==> config.mk <==
export PLATFORM = sky130hd
export DESIGN_NAME = aes_key_schedule_iter_flat
export DESIGN_NICKNAME = d
export VERILOG_FILES = /design/src/rtl/aes_key_schedule_iter_pkg.sv /design/src/rtl/aes_key_schedule_iter_if.sv /design/src/rtl/aes_key_schedule_iter_ks_word_gen.sv /design/src/rtl/aes_key_schedule_iter.sv /design/src/flat_wrapper.sv
export SDC_FILE = /design/constraint.sdc
export NUM_CORES = 2
export LEC_CHECK = 0
export CAP_MARGIN = 0
export CORE_MARGIN = 4
export CORE_UTILIZATION = 23
export DETAILED_ROUTE_END_ITERATION = 10
export SYNTH_ARGS = -nofsm -noshare
export SYNTH_HDL_FRONTEND = slang
export SYNTH_HIERARCHICAL = 1
export SYNTH_SLANG_ARGS = --single-unit
==> constraint.sdc <==
create_clock -name clock -period 31.2 [get_ports clock]
set_input_delay 6.24 -clock clock [delete_from_list [all_inputs] [get_ports clock]]
set_output_delay 6.24 -clock clock [all_outputs]
set_load 0.05 [all_outputs]
==> src/rtl/aes_key_schedule_iter_pkg.sv <==
// aes_key_schedule_iter_pkg: shared types, key-size helpers, AES S-box and round constants.
// The S-box is computed as a GF(2^8) inverse plus affine map instead of a 256-entry table.
package aes_key_schedule_iter_pkg;
   typedef logic [127:0] block_t;
   typedef logic [31:0] word_t;

   function automatic int nk_of(int key_bits);
      return key_bits / 32;
   endfunction

   function automatic int nr_of(int key_bits);
      return key_bits / 32 + 6;
   endfunction

   function automatic logic [7:0] xtime(logic [7:0] a);
      return {a[6:0], 1'b0} ^ (a[7] ? 8'h1b : 8'h00);
   endfunction

   function automatic logic [7:0] gf_mul(logic [7:0] a, logic [7:0] b);
      logic [7:0] p, x;
      p = 8'h00;
      x = a;
      for (int i = 0; i < 8; i++) begin
         p = p ^ (b[i] ? x : 8'h00);
         x = xtime(x);
      end
      return p;
   endfunction

   // x^254 is the multiplicative inverse (and maps 0 to 0)
   function automatic logic [7:0] aes_sbox(logic [7:0] x);
      logic [7:0] s, r;
      s = x;
      r = 8'h01;
      for (int i = 0; i < 7; i++) begin
         s = gf_mul(s, s);
         r = gf_mul(r, s);
      end
      return r ^ {r[6:0], r[7]} ^ {r[5:0], r[7:6]} ^ {r[4:0], r[7:5]} ^ {r[3:0], r[7:4]} ^ 8'h63;
   endfunction

   function automatic logic [7:0] round_const(logic [3:0] i);
      logic [7:0] r;
      r = 8'h01;
      for (int k = 1; k < 10; k++) r = (4'(k) < i) ? xtime(r) : r;
      return r;
   endfunction
endpackage

==> src/rtl/aes_key_schedule_iter_if.sv <==
// aes_key_schedule_iter_if: key-load and round-key output handshake bundle.
interface aes_key_schedule_iter_if #(parameter int KEY_BITS = 256);
   logic                i_valid;
   logic                o_ready;
   logic [KEY_BITS-1:0] i_key;
   logic                o_valid;
   logic                i_ready;
   logic [127:0]        o_round_key;
   logic [3:0]          o_round_idx;
   logic                o_done;

   modport master (
      output i_valid, i_key, i_ready,
      input  o_ready, o_valid, o_round_key, o_round_idx, o_done
   );

   modport slave (
      input  i_valid, i_key, i_ready,
      output o_ready, o_valid, o_round_key, o_round_idx, o_done
   );
endinterface

==> src/rtl/aes_key_schedule_iter_ks_word_gen.sv <==
// aes_key_schedule_iter_ks_word_gen: combinational next schedule word w[j] from w[j-1] and w[j-NK].
module aes_key_schedule_iter_ks_word_gen
   import aes_key_schedule_iter_pkg::*;
#(
   parameter int NK = 8
) (
   input  word_t      w_prev,
   input  word_t      w_nk,
   input  logic [2:0] jmod,
   input  logic [7:0] rcon,
   output word_t      w_new
);
   word_t sin, sub, t;

   always_comb begin
      sin   = jmod == 3'd0 ? {w_prev[23:0], w_prev[31:24]} : w_prev;
      sub   = {aes_sbox(sin[31:24]), aes_sbox(sin[23:16]), aes_sbox(sin[15:8]), aes_sbox(sin[7:0])};
      t     = jmod == 3'd0 ? sub ^ {rcon, 24'h0} : (NK == 8 && jmod == 3'd4) ? sub : w_prev;
      w_new = w_nk ^ t;
   end
endmodule

==> src/rtl/aes_key_schedule_iter.sv <==
// aes_key_schedule_iter: iterative AES-128/192/256 key schedule, one word per cycle, one round key per transfer.
// AES_KS_STORE_EN adds a readable (NR+1) x 128 round-key store with ports i_rd_idx/o_rd_key.
module aes_key_schedule_iter
   import aes_key_schedule_iter_pkg::*;
#(
   parameter int KEY_BITS = 256
) (
   input  logic                    clock,
   input  logic                    reset_n,
   aes_key_schedule_iter_if.slave  bus
`ifdef AES_KS_STORE_EN
   ,
   input  logic [3:0]              i_rd_idx,
   output logic [127:0]            o_rd_key
`endif
);
   localparam int NK = nk_of(KEY_BITS);
   localparam int NR = nr_of(KEY_BITS);
   localparam int NW = 4 * (NR + 1);

   typedef enum logic [1:0] {IDLE, EXPAND, DRAIN} state_t;

   state_t           state;
   logic [NK*32-1:0] win;
   logic [5:0]       j;
   logic [2:0]       jmod;
   logic [3:0]       q;
   logic [3:0]       rcnt;
   block_t           asm_q;
   logic [2:0]       acnt;
   word_t            gen_word, new_word;
   block_t           xfer_key;
   logic             load, can_take, stall, prod, xfer, last_acc;
`ifdef AES_KS_STORE_EN
   block_t           store [NR+1];
`endif

   if (!(KEY_BITS == 128 || KEY_BITS == 192 || KEY_BITS == 256)) begin : g_bad_key_bits
      $fatal(1, "aes_key_schedule_iter: KEY_BITS must be 128, 192 or 256");
   end

   aes_key_schedule_iter_ks_word_gen #(.NK(NK)) u_word_gen (
      .w_prev (win[31:0]),
      .w_nk   (win[NK*32-1 -: 32]),
      .jmod   (jmod),
      .rcon   (round_const(q)),
      .w_new  (gen_word)
   );

   // The window rotates the key words through for j<NK so it then holds w[j-NK..j-1]
   always_comb begin
      load     = bus.i_valid && bus.o_ready;
      can_take = !bus.o_valid || bus.i_ready;
      stall    = acnt == 3'd4 && !can_take;
      prod     = state == EXPAND && !stall;
      new_word = j < 6'(NK) ? win[NK*32-1 -: 32] : gen_word;
      xfer     = can_take && (acnt == 3'd4 || (prod && acnt == 3'd3));
      xfer_key = acnt == 3'd4 ? asm_q : {asm_q[95:0], new_word};
      last_acc = state == DRAIN && bus.o_valid && bus.i_ready && bus.o_round_idx == 4'(NR);
   end

   always_ff @(posedge clock or negedge reset_n) begin
      if (!reset_n) begin
         state           <= IDLE;
         win             <= '0;
         j               <= '0;
         jmod            <= '0;
         q               <= '0;
         rcnt            <= '0;
         asm_q           <= '0;
         acnt            <= '0;
         bus.o_ready     <= 1'b0;
         bus.o_valid     <= 1'b0;
         bus.o_round_key <= '0;
         bus.o_round_idx <= '0;
         bus.o_done      <= 1'b0;
`ifdef AES_KS_STORE_EN
         for (int i = 0; i <= NR; i++) store[i] <= '0;
         o_rd_key        <= '0;
`endif
      end else begin
         bus.o_done  <= last_acc;
         bus.o_ready <= last_acc || (state == IDLE && !load);
         if (load) begin
            state <= EXPAND;
            win   <= bus.i_key;
            j     <= '0;
            jmod  <= '0;
            q     <= '0;
            rcnt  <= '0;
            acnt  <= '0;
         end
         if (prod) begin
            win   <= {win[NK*32-33:0], new_word};
            j     <= j + 6'd1;
            jmod  <= jmod == 3'(NK - 1) ? 3'd0 : jmod + 3'd1;
            q     <= jmod == 3'(NK - 1) ? q + 4'd1 : q;
            asm_q <= {asm_q[95:0], new_word};
            if (j == 6'(NW - 1)) state <= DRAIN;
         end
         if (xfer) acnt <= {2'b0, prod && acnt == 3'd4};
         else if (prod) acnt <= acnt + 3'd1;
         if (xfer) begin
            bus.o_valid     <= 1'b1;
            bus.o_round_key <= xfer_key;
            bus.o_round_idx <= rcnt;
            rcnt            <= rcnt + 4'd1;
         end else if (bus.i_ready) begin
            bus.o_valid     <= 1'b0;
         end
         if (last_acc) state <= IDLE;
`ifdef AES_KS_STORE_EN
         if (xfer) store[rcnt] <= xfer_key;
         o_rd_key <= i_rd_idx <= 4'(NR) ? store[i_rd_idx] : '0;
`endif
      end
   end
endmodule
==> src/flat_wrapper.sv <==
// flat-port wrapper written by rule: the top's interface ports become plain ports
module aes_key_schedule_iter_flat import aes_key_schedule_iter_pkg::*;
#(
   parameter int KEY_BITS = 256
)
  (clock, reset_n, bus_i_valid, bus_i_key, bus_i_ready, bus_o_ready, bus_o_valid, bus_o_round_key, bus_o_round_idx, bus_o_done);
  aes_key_schedule_iter_if #(.KEY_BITS(KEY_BITS)) bus_i ();
  input  logic clock;
  input  logic reset_n;
  input wire logic [$bits(bus_i.i_valid)-1:0] bus_i_valid;
  input wire logic [$bits(bus_i.i_key)-1:0] bus_i_key;
  input wire logic [$bits(bus_i.i_ready)-1:0] bus_i_ready;
  output wire logic [$bits(bus_i.o_ready)-1:0] bus_o_ready;
  output wire logic [$bits(bus_i.o_valid)-1:0] bus_o_valid;
  output wire logic [$bits(bus_i.o_round_key)-1:0] bus_o_round_key;
  output wire logic [$bits(bus_i.o_round_idx)-1:0] bus_o_round_idx;
  output wire logic [$bits(bus_i.o_done)-1:0] bus_o_done;
  assign bus_i.i_valid = bus_i_valid;
  assign bus_i.i_key = bus_i_key;
  assign bus_i.i_ready = bus_i_ready;
  assign bus_o_ready = bus_i.o_ready;
  assign bus_o_valid = bus_i.o_valid;
  assign bus_o_round_key = bus_i.o_round_key;
  assign bus_o_round_idx = bus_i.o_round_idx;
  assign bus_o_done = bus_i.o_done;
  aes_key_schedule_iter #(.KEY_BITS(KEY_BITS)) u_core (.clock(clock), .reset_n(reset_n), .bus(bus_i));
endmodule
# After elaboration in Yosys (flattened, before gate mapping)
# Cells that the tools add are included.
# totals
word_cells	1700
register_bits	541
# op_classes
n_bitwise	786
n_lt_le_gt_ge	10
n_reduce_logical	24
n_addsub	5
muxes	853
n_eq_ne	9
# ops
cell	n
2-to-1 mux 8 bit	428
XOR 8 bit	398
XOR 8 x 5 -> 8 bit	354
2-to-1 mux 5 bit	376
2-to-1 mux 256 bit	2
2-to-1 mux 128 bit	1
2-to-1 mux 32 bit	4
XOR 32 bit	2
2-to-1 mux 6 bit	6
2-to-1 mux 4 bit	8
XOR 7 x 8 -> 8 bit	4
2-to-1 mux 7 bit	4
XOR 6 x 7 -> 7 bit	4
2-to-1 mux 3 bit	9
XOR 5 x 6 -> 6 bit	4
XOR 4 x 5 -> 5 bit	4
2-to-1 mux 2 bit	9
less-than comparator 3 x 4 -> 1 bit, first input constant	4
NOT 4 bit	4
XOR 3 x 4 -> 4 bit	4
XOR 2 x 3 -> 3 bit	4
logical AND 1 bit	10
== test 3 bit, second input constant	3
adder 4 x 1 -> 4 bit, second input constant	2
21 further kinds	39

# Depth between registers and ports, before layout
# logic_depth
word_depth	132
mapped_depth	104

# Hierarchy
# The synthesis kept the hierarchy.
# modules_own_cells
mod	n_inst	cells_per_inst	seq_area_each_um2	area_each_um2
aes_key_schedule_iter_ks_word_gen	1	9005	0.0	70490.1
aes_key_schedule_iter	1	2790	13538.0	24033.0

# Worst setup path after synthesis
# No wires, ideal clock.
# synth_path
kind	register -> register
from	register u_core.jmod[2]
to	register u_core.bus.o_round_key[8]
arrival_ns	20.926
path_stages_with_launch	100
setup_time_ns	0.118
n_path_buf	18
setup_slack_ns	10.156
cell_sequence	dfrtp_1 > buf_6 > buf_12 > nor3_4 > buf_6 > buf_8 > mux2i_1 > inv_1 > ha_1 > inv_1 > ha_1 > clkbuf_1 > xnor2_1 > nand2_1 > xnor2_1 > a2111oi_1 > o211a_2 > or2_4 > (+64 left out) > xnor2_1 > xnor2_1 > xnor2_1 > xor2_1 > xnor2_1 > clkbuf_1 > mux2i_1 > xnor2_1 > o21ai_0 > xnor3_1 > xor3_2 > xnor2_2 > xnor2_1 > mux2i_1 > xnor2_1 > mux2i_1 > a211oi_2 > a21o_1
# synth_via
elab_chain_len	96
word_cells_on_any_way	406
cone_classes	eq/ne (1); mux (208); bitwise (196); reduce/logical (1)
# synth_lines
item	line_no	source
start, declared	aes_key_schedule_iter.sv:26	logic [2:0] jmod;
start signal, assigned	aes_key_schedule_iter.sv:96	jmod <= jmod == 3'(NK - 1) ? 3'd0 : jmod + 3'd1;
zero test 3 bit	aes_key_schedule_iter_ks_word_gen.sv:16, aes_key_schedule_iter_ks_word_gen.sv:18	
2-to-1 mux 32 bit	aes_key_schedule_iter_ks_word_gen.sv:16	sin = jmod == 3'd0 ? {w_prev[23:0], w_prev[31:24]} : w_prev;
2-to-1 mux 5 bit / XOR 8 x 5 -> 8 bit (equally long branches)	aes_key_schedule_iter_pkg.sv:16	return {a[6:0], 1'b0} ^ (a[7] ? 8'h1b : 8'h00);
XOR 8 x 5 -> 8 bit / 2-to-1 mux 5 bit (equally long branches) (3 in series)	aes_key_schedule_iter_pkg.sv:16	
XOR 8 x 5 -> 8 bit	aes_key_schedule_iter_pkg.sv:16	
2-to-1 mux 5 bit, or another cell as far along	aes_key_schedule_iter_pkg.sv:16	
XOR 8 x 5 -> 8 bit, or another cell as far along (3 in series)	aes_key_schedule_iter_pkg.sv:16	
2-to-1 mux 8 bit / XOR 8 bit (equally long branches)	aes_key_schedule_iter_pkg.sv:24	p = p ^ (b[i] ? x : 8'h00);
(+74 left out)	--	
XOR 8 bit (4 in series)	aes_key_schedule_iter_pkg.sv:39	return r ^ {r[6:0], r[7]} ^ {r[5:0], r[7:6]} ^ {r[4:0], r[7:5]} ^ {r[3:0], r[7:4]} ^ 8'h63;
NOT 4 bit (no line)	--	
2-to-1 mux 32 bit / XOR 32 bit (equally long branches)	aes_key_schedule_iter_ks_word_gen.sv:18	t = jmod == 3'd0 ? sub ^ {rcon, 24'h0} : (NK == 8 && jmod == 3'd4) ? sub : w_prev;
2-to-1 mux 32 bit *	aes_key_schedule_iter_ks_word_gen.sv:18	
XOR 32 bit *	aes_key_schedule_iter_ks_word_gen.sv:19	w_new = w_nk ^ t;
named net u_core.gen_word[8]	aes_key_schedule_iter.sv:31	word_t gen_word, new_word;
2-to-1 mux 32 bit *	aes_key_schedule_iter.sv:56	new_word = j < 6'(NK) ? win[NK*32-1 -: 32] : gen_word;
2-to-1 mux 128 bit *	aes_key_schedule_iter.sv:58	xfer_key = acnt == 3'd4 ? asm_q : {asm_q[95:0], new_word};
end signal, assigned	aes_key_schedule_iter.sv:105	bus.o_round_key <= xfer_key;
end, declared	aes_key_schedule_iter_if.sv:19	output o_ready, o_valid, o_round_key, o_round_idx, o_done
# Mark *: on every way through the listed nets, which the timed path passes. The rest lies on a longest branch.
# A chain may end at the register's enable or synchronous reset.

# Worst setup path after layout
# layout_path
from	register u_core.jmod[2]
to	register u_core.win[30]
# layout_via
elab_chain_len	96
word_cells_on_any_way	406
cone_classes	eq/ne (1); mux (208); bitwise (196); reduce/logical (1)
# layout_lines
item	line_no	source
zero test 3 bit	aes_key_schedule_iter_ks_word_gen.sv:16, aes_key_schedule_iter_ks_word_gen.sv:18	
2-to-1 mux 32 bit	aes_key_schedule_iter_ks_word_gen.sv:16	
2-to-1 mux 5 bit / XOR 8 x 5 -> 8 bit (equally long branches)	aes_key_schedule_iter_pkg.sv:16	
XOR 8 x 5 -> 8 bit / 2-to-1 mux 5 bit (equally long branches) (2 in series)	aes_key_schedule_iter_pkg.sv:16	
XOR 8 x 5 -> 8 bit (2 in series)	aes_key_schedule_iter_pkg.sv:16	
2-to-1 mux 5 bit / XOR 8 x 5 -> 8 bit (equally long branches)	aes_key_schedule_iter_pkg.sv:16	
XOR 8 x 5 -> 8 bit / 2-to-1 mux 5 bit (equally long branches)	aes_key_schedule_iter_pkg.sv:16	
XOR 8 x 5 -> 8 bit, or another cell as far along (2 in series)	aes_key_schedule_iter_pkg.sv:16	
(+75 left out)	--	
XOR 8 bit (4 in series)	aes_key_schedule_iter_pkg.sv:39	
NOT 4 bit (no line)	--	
2-to-1 mux 32 bit / XOR 32 bit (equally long branches)	aes_key_schedule_iter_ks_word_gen.sv:18	
2-to-1 mux 32 bit *	aes_key_schedule_iter_ks_word_gen.sv:18	
XOR 32 bit *	aes_key_schedule_iter_ks_word_gen.sv:19	
named net u_core.gen_word[30]	aes_key_schedule_iter.sv:31	
2-to-1 mux 32 bit *	aes_key_schedule_iter.sv:56	
2-to-1 mux 256 bit *	aes_key_schedule_iter.sv:93	if (prod) begin
end signal, assigned	aes_key_schedule_iter.sv:86	win <= bus.i_key;
end signal, assigned	aes_key_schedule_iter.sv:94	win <= {win[NK*32-33:0], new_word};
end, declared	aes_key_schedule_iter.sv:24	logic [NK*32-1:0] win;
# Marked as above.

==> out/results.tsv <==
metric	value	unit
finalSetupViolations	0	
die_y	649	um
crit_path_top_delay_cell	xnor3_1	
yosysWarnings	6	
hold_path.class	register to register	
hold_violations	0	
final_net_count	12200	
vias	84600	
core	410000	um2
cts_hold_buf	0	
tightest_slew	1230	ps
fmax	0.0384	GHz
synth.distinct_cells	150	
syn-cell-area	94500	um2
fill_cells	44400	
fp.dieW	649	um
slowest_delay	900	ps
syn_nets	12300	
gp_congestion	0.916	
grt_pass1_wl	499000	um
endpoint_kind	register	
num_io_pins	395	
period_needed	26050	ps
ys_seq_elements	541	
drtPass1Iterations	6	
grt_overflow	0	
tritoncts	yes	
hold_slack	476	ps
yosysSeqAreaShare	0.143	
path_clk_slew	70	ps
gr-usage-all-layers	0.148	
synth_area_leaders	xnor2_1 16%, dfrtp_1 14%, xnor3_1 11%	
synth_area_leader_cell	xnor2_1	
path_max_fanout	63	
grt_max_degree	212	
initial_core_util	0.231	
rsz0062_at_grt	no	
cts_resized	0	
ys.flop_type	dfrtp_1	
vias_per_cell	4.92	
layout-drive-gt1-share	0.0787	
syn_area_per_cell	8.01	um2
clock-root-buffer	clkbuf_16	
ant_nets	0	
antenna_found_initial	56	
worstSetupPathType	register to register	
first_iter_violations	9102	
setup-tns-final	0	ps
dp_hpwl	246000	um
status	complete, no violations	
skew	87.8	ps
critPathArrivalTime	26570	ps
clock_path_buffers	3	
finalMaxSlewViolations	0	
post-cts-setup-buffers	0	
cp_data_required_time	31710	ps
row_count	235	
start_kind	register	
maxCapViolCount	0	
synth_top_area_frac	0.155	
netlist_instances	11800	
slew_headroom	0.182	
final_area	105000	um2
cts_sinks	541	
insertion_delay	720	ps
place.port_buffers	394	
fp.dieArea	421000	um2
postPlaceCellArea	103000	um2
crit_top_cell	xnor2_1	
area_growth	11.3	%
synth-async-reset-ratio	1.00	
wl	331000	um
finalCritPeriodShare	0.835	
cts_made_buffers	59	
synth-edff-count	0	
grt_pass1_vias	77900	
wl_per_cell	19.2	um
htreeDepth	2	
fin_util	0.257	
drc_errors	0	
==> critical path, delay by kind of cell (launching register included) <==
kind / cells / cell delay, ps
compound gates: 11 / 2440
xor+xnor: 30 / 8800
fa+ha+maj: 11 / 4920
buf+inv: 16 / 5660
flops: 1 / 630
mux: 1 / 170
simple gates: 12 / 3070
==> synthesized netlist by cell type (50+ instances only) <==
cell type,number
inv_2,54
nand3_1,184
nor2b_1,81
xnor3_1,450
o211ai_1,83
and2_1,51
buf_2,250
nand2_1,1925
clkbuf_1,389
o22ai_1,108
a211oi_1,60
xor3_1,74
buf_1,71
inv_1,209
nor2_1,1734
xnor2_2,96
o21ai_1,54
a21o_1,59
nor3_1,186
o21ai_0,285
and3_1,72
xor2_2,50
mux2i_1,243
xor2_1,569
a31oi_1,363
mux2_2,50
ha_1,247
xnor2_1,1673
a21oi_1,395
dfrtp_1,541
nand2b_1,64
==> through the flow <==
step / instances / worst slack, ps
floorplan: 11800 / 10160
global placement: 17100 / 5540
detailed placement: 17100 / 5650
CTS: 17200 / 5620
global route: 17200 / 3650
finish: 17200 / 5150
==> layer usage <==
| layer | vias up | track usage | part of all wire |
|---|---|---|---|
| li1 | 39700 | - | - |
| met1 | 41100 | 0.209 | 0.44 |
| met2 | 3395 | 0.235 | 0.46 |
| met3 | 407 | 0.0174 | 0.069 |
| met4 | 24 | 0.0432 | 0.029 |
| met5 | - | 0 | 0.00047 |
==> cells in the final DEF (no fill, tap or decap), types with 38 or more instances in the layout <==
cell type / instances
a211oi_1: 60
a211oi_2: 38
a21o_1: 58
a21oi_1: 394
a22oi_1: 42
a31oi_1: 363
and2_1: 49
and3_1: 72
buf_4: 241
clkbuf_16: 59
clkdlybuf4s50_1: 393
dfrtp_1: 538
ha_1: 247
inv_1: 209
inv_2: 54
mux2_2: 50
mux2i_1: 243
nand2_1: 1922
nand2b_1: 64
nand3_1: 184
nor2_1: 1734
nor2b_1: 81
nor3_1: 186
o211ai_1: 83
o21ai_0: 285
o21ai_1: 54
o22ai_1: 108
or3_1: 39
xnor2_1: 1652
xnor2_2: 117
xnor3_1: 450
xnor3_2: 46
xor2_1: 564
xor2_2: 55
xor3_1: 74
==> state kept, by name, indices dropped and copies added, names as in the netlist <==
register,flops
u_core/acnt,3
u_core/asm_q,128
u_core/bus.o_done,1
u_core/bus.o_ready,1
u_core/bus.o_round_idx,4
u_core/bus.o_round_key,128
u_core/bus.o_valid,1
u_core/j,6
u_core/jmod,3
u_core/q,4
u_core/rcnt,4
u_core/state,2
u_core/win,256
==> logic make-up after synthesis <==
logic type                 share of synthesized area
and+or+nand+nor                                0.206
DFF                                            0.143
buffers and inverters                         0.0563
AOI/OAI and AO/OA                              0.142
xor gates and xnor gates                       0.385
adders and majority gates                     0.0327
muxes                                         0.0344
==> final timing paths <==
kind                                         startpoint                                endpoint  slack (ps)  cells after the start
max                          u_core/jmod[2]$_DFFE_PN0P_              u_core/win[30]$_DFFE_PN0P_        5150                     81
min                        u_core/asm_q[99]$_DFFE_PN0P_            u_core/asm_q[99]$_DFFE_PN0P_         480                      2
max reg2reg                  u_core/jmod[2]$_DFFE_PN0P_              u_core/win[30]$_DFFE_PN0P_        5150                     81
min reg2reg                u_core/asm_q[99]$_DFFE_PN0P_            u_core/asm_q[99]$_DFFE_PN0P_         480                      2
max in group asynchronous                       reset_n             u_core/win[109]$_DFFE_PN0P_       22640                      4
min in group asynchronous                       reset_n  u_core/bus.o_round_key[73]$_DFFE_PN0P_        5500                      1
==> cell type report <==
cell class	instances	area, um2	share of cell area
diodes	37	92.6	0.000880
clock buffers	85	1710	0.0163
clock inverters	23	243	0.00231
inverters	299	1130	0.0108
multi-input cells	10100	75900	0.721
flip-flops and latches	541	13500	0.129
well taps	5451	6820	0.0648
repair buffers	636	5780	0.0549
Power is not shown: default switching activity piles up to over one toggle a cycle in this logic, so the estimate is an artifact.
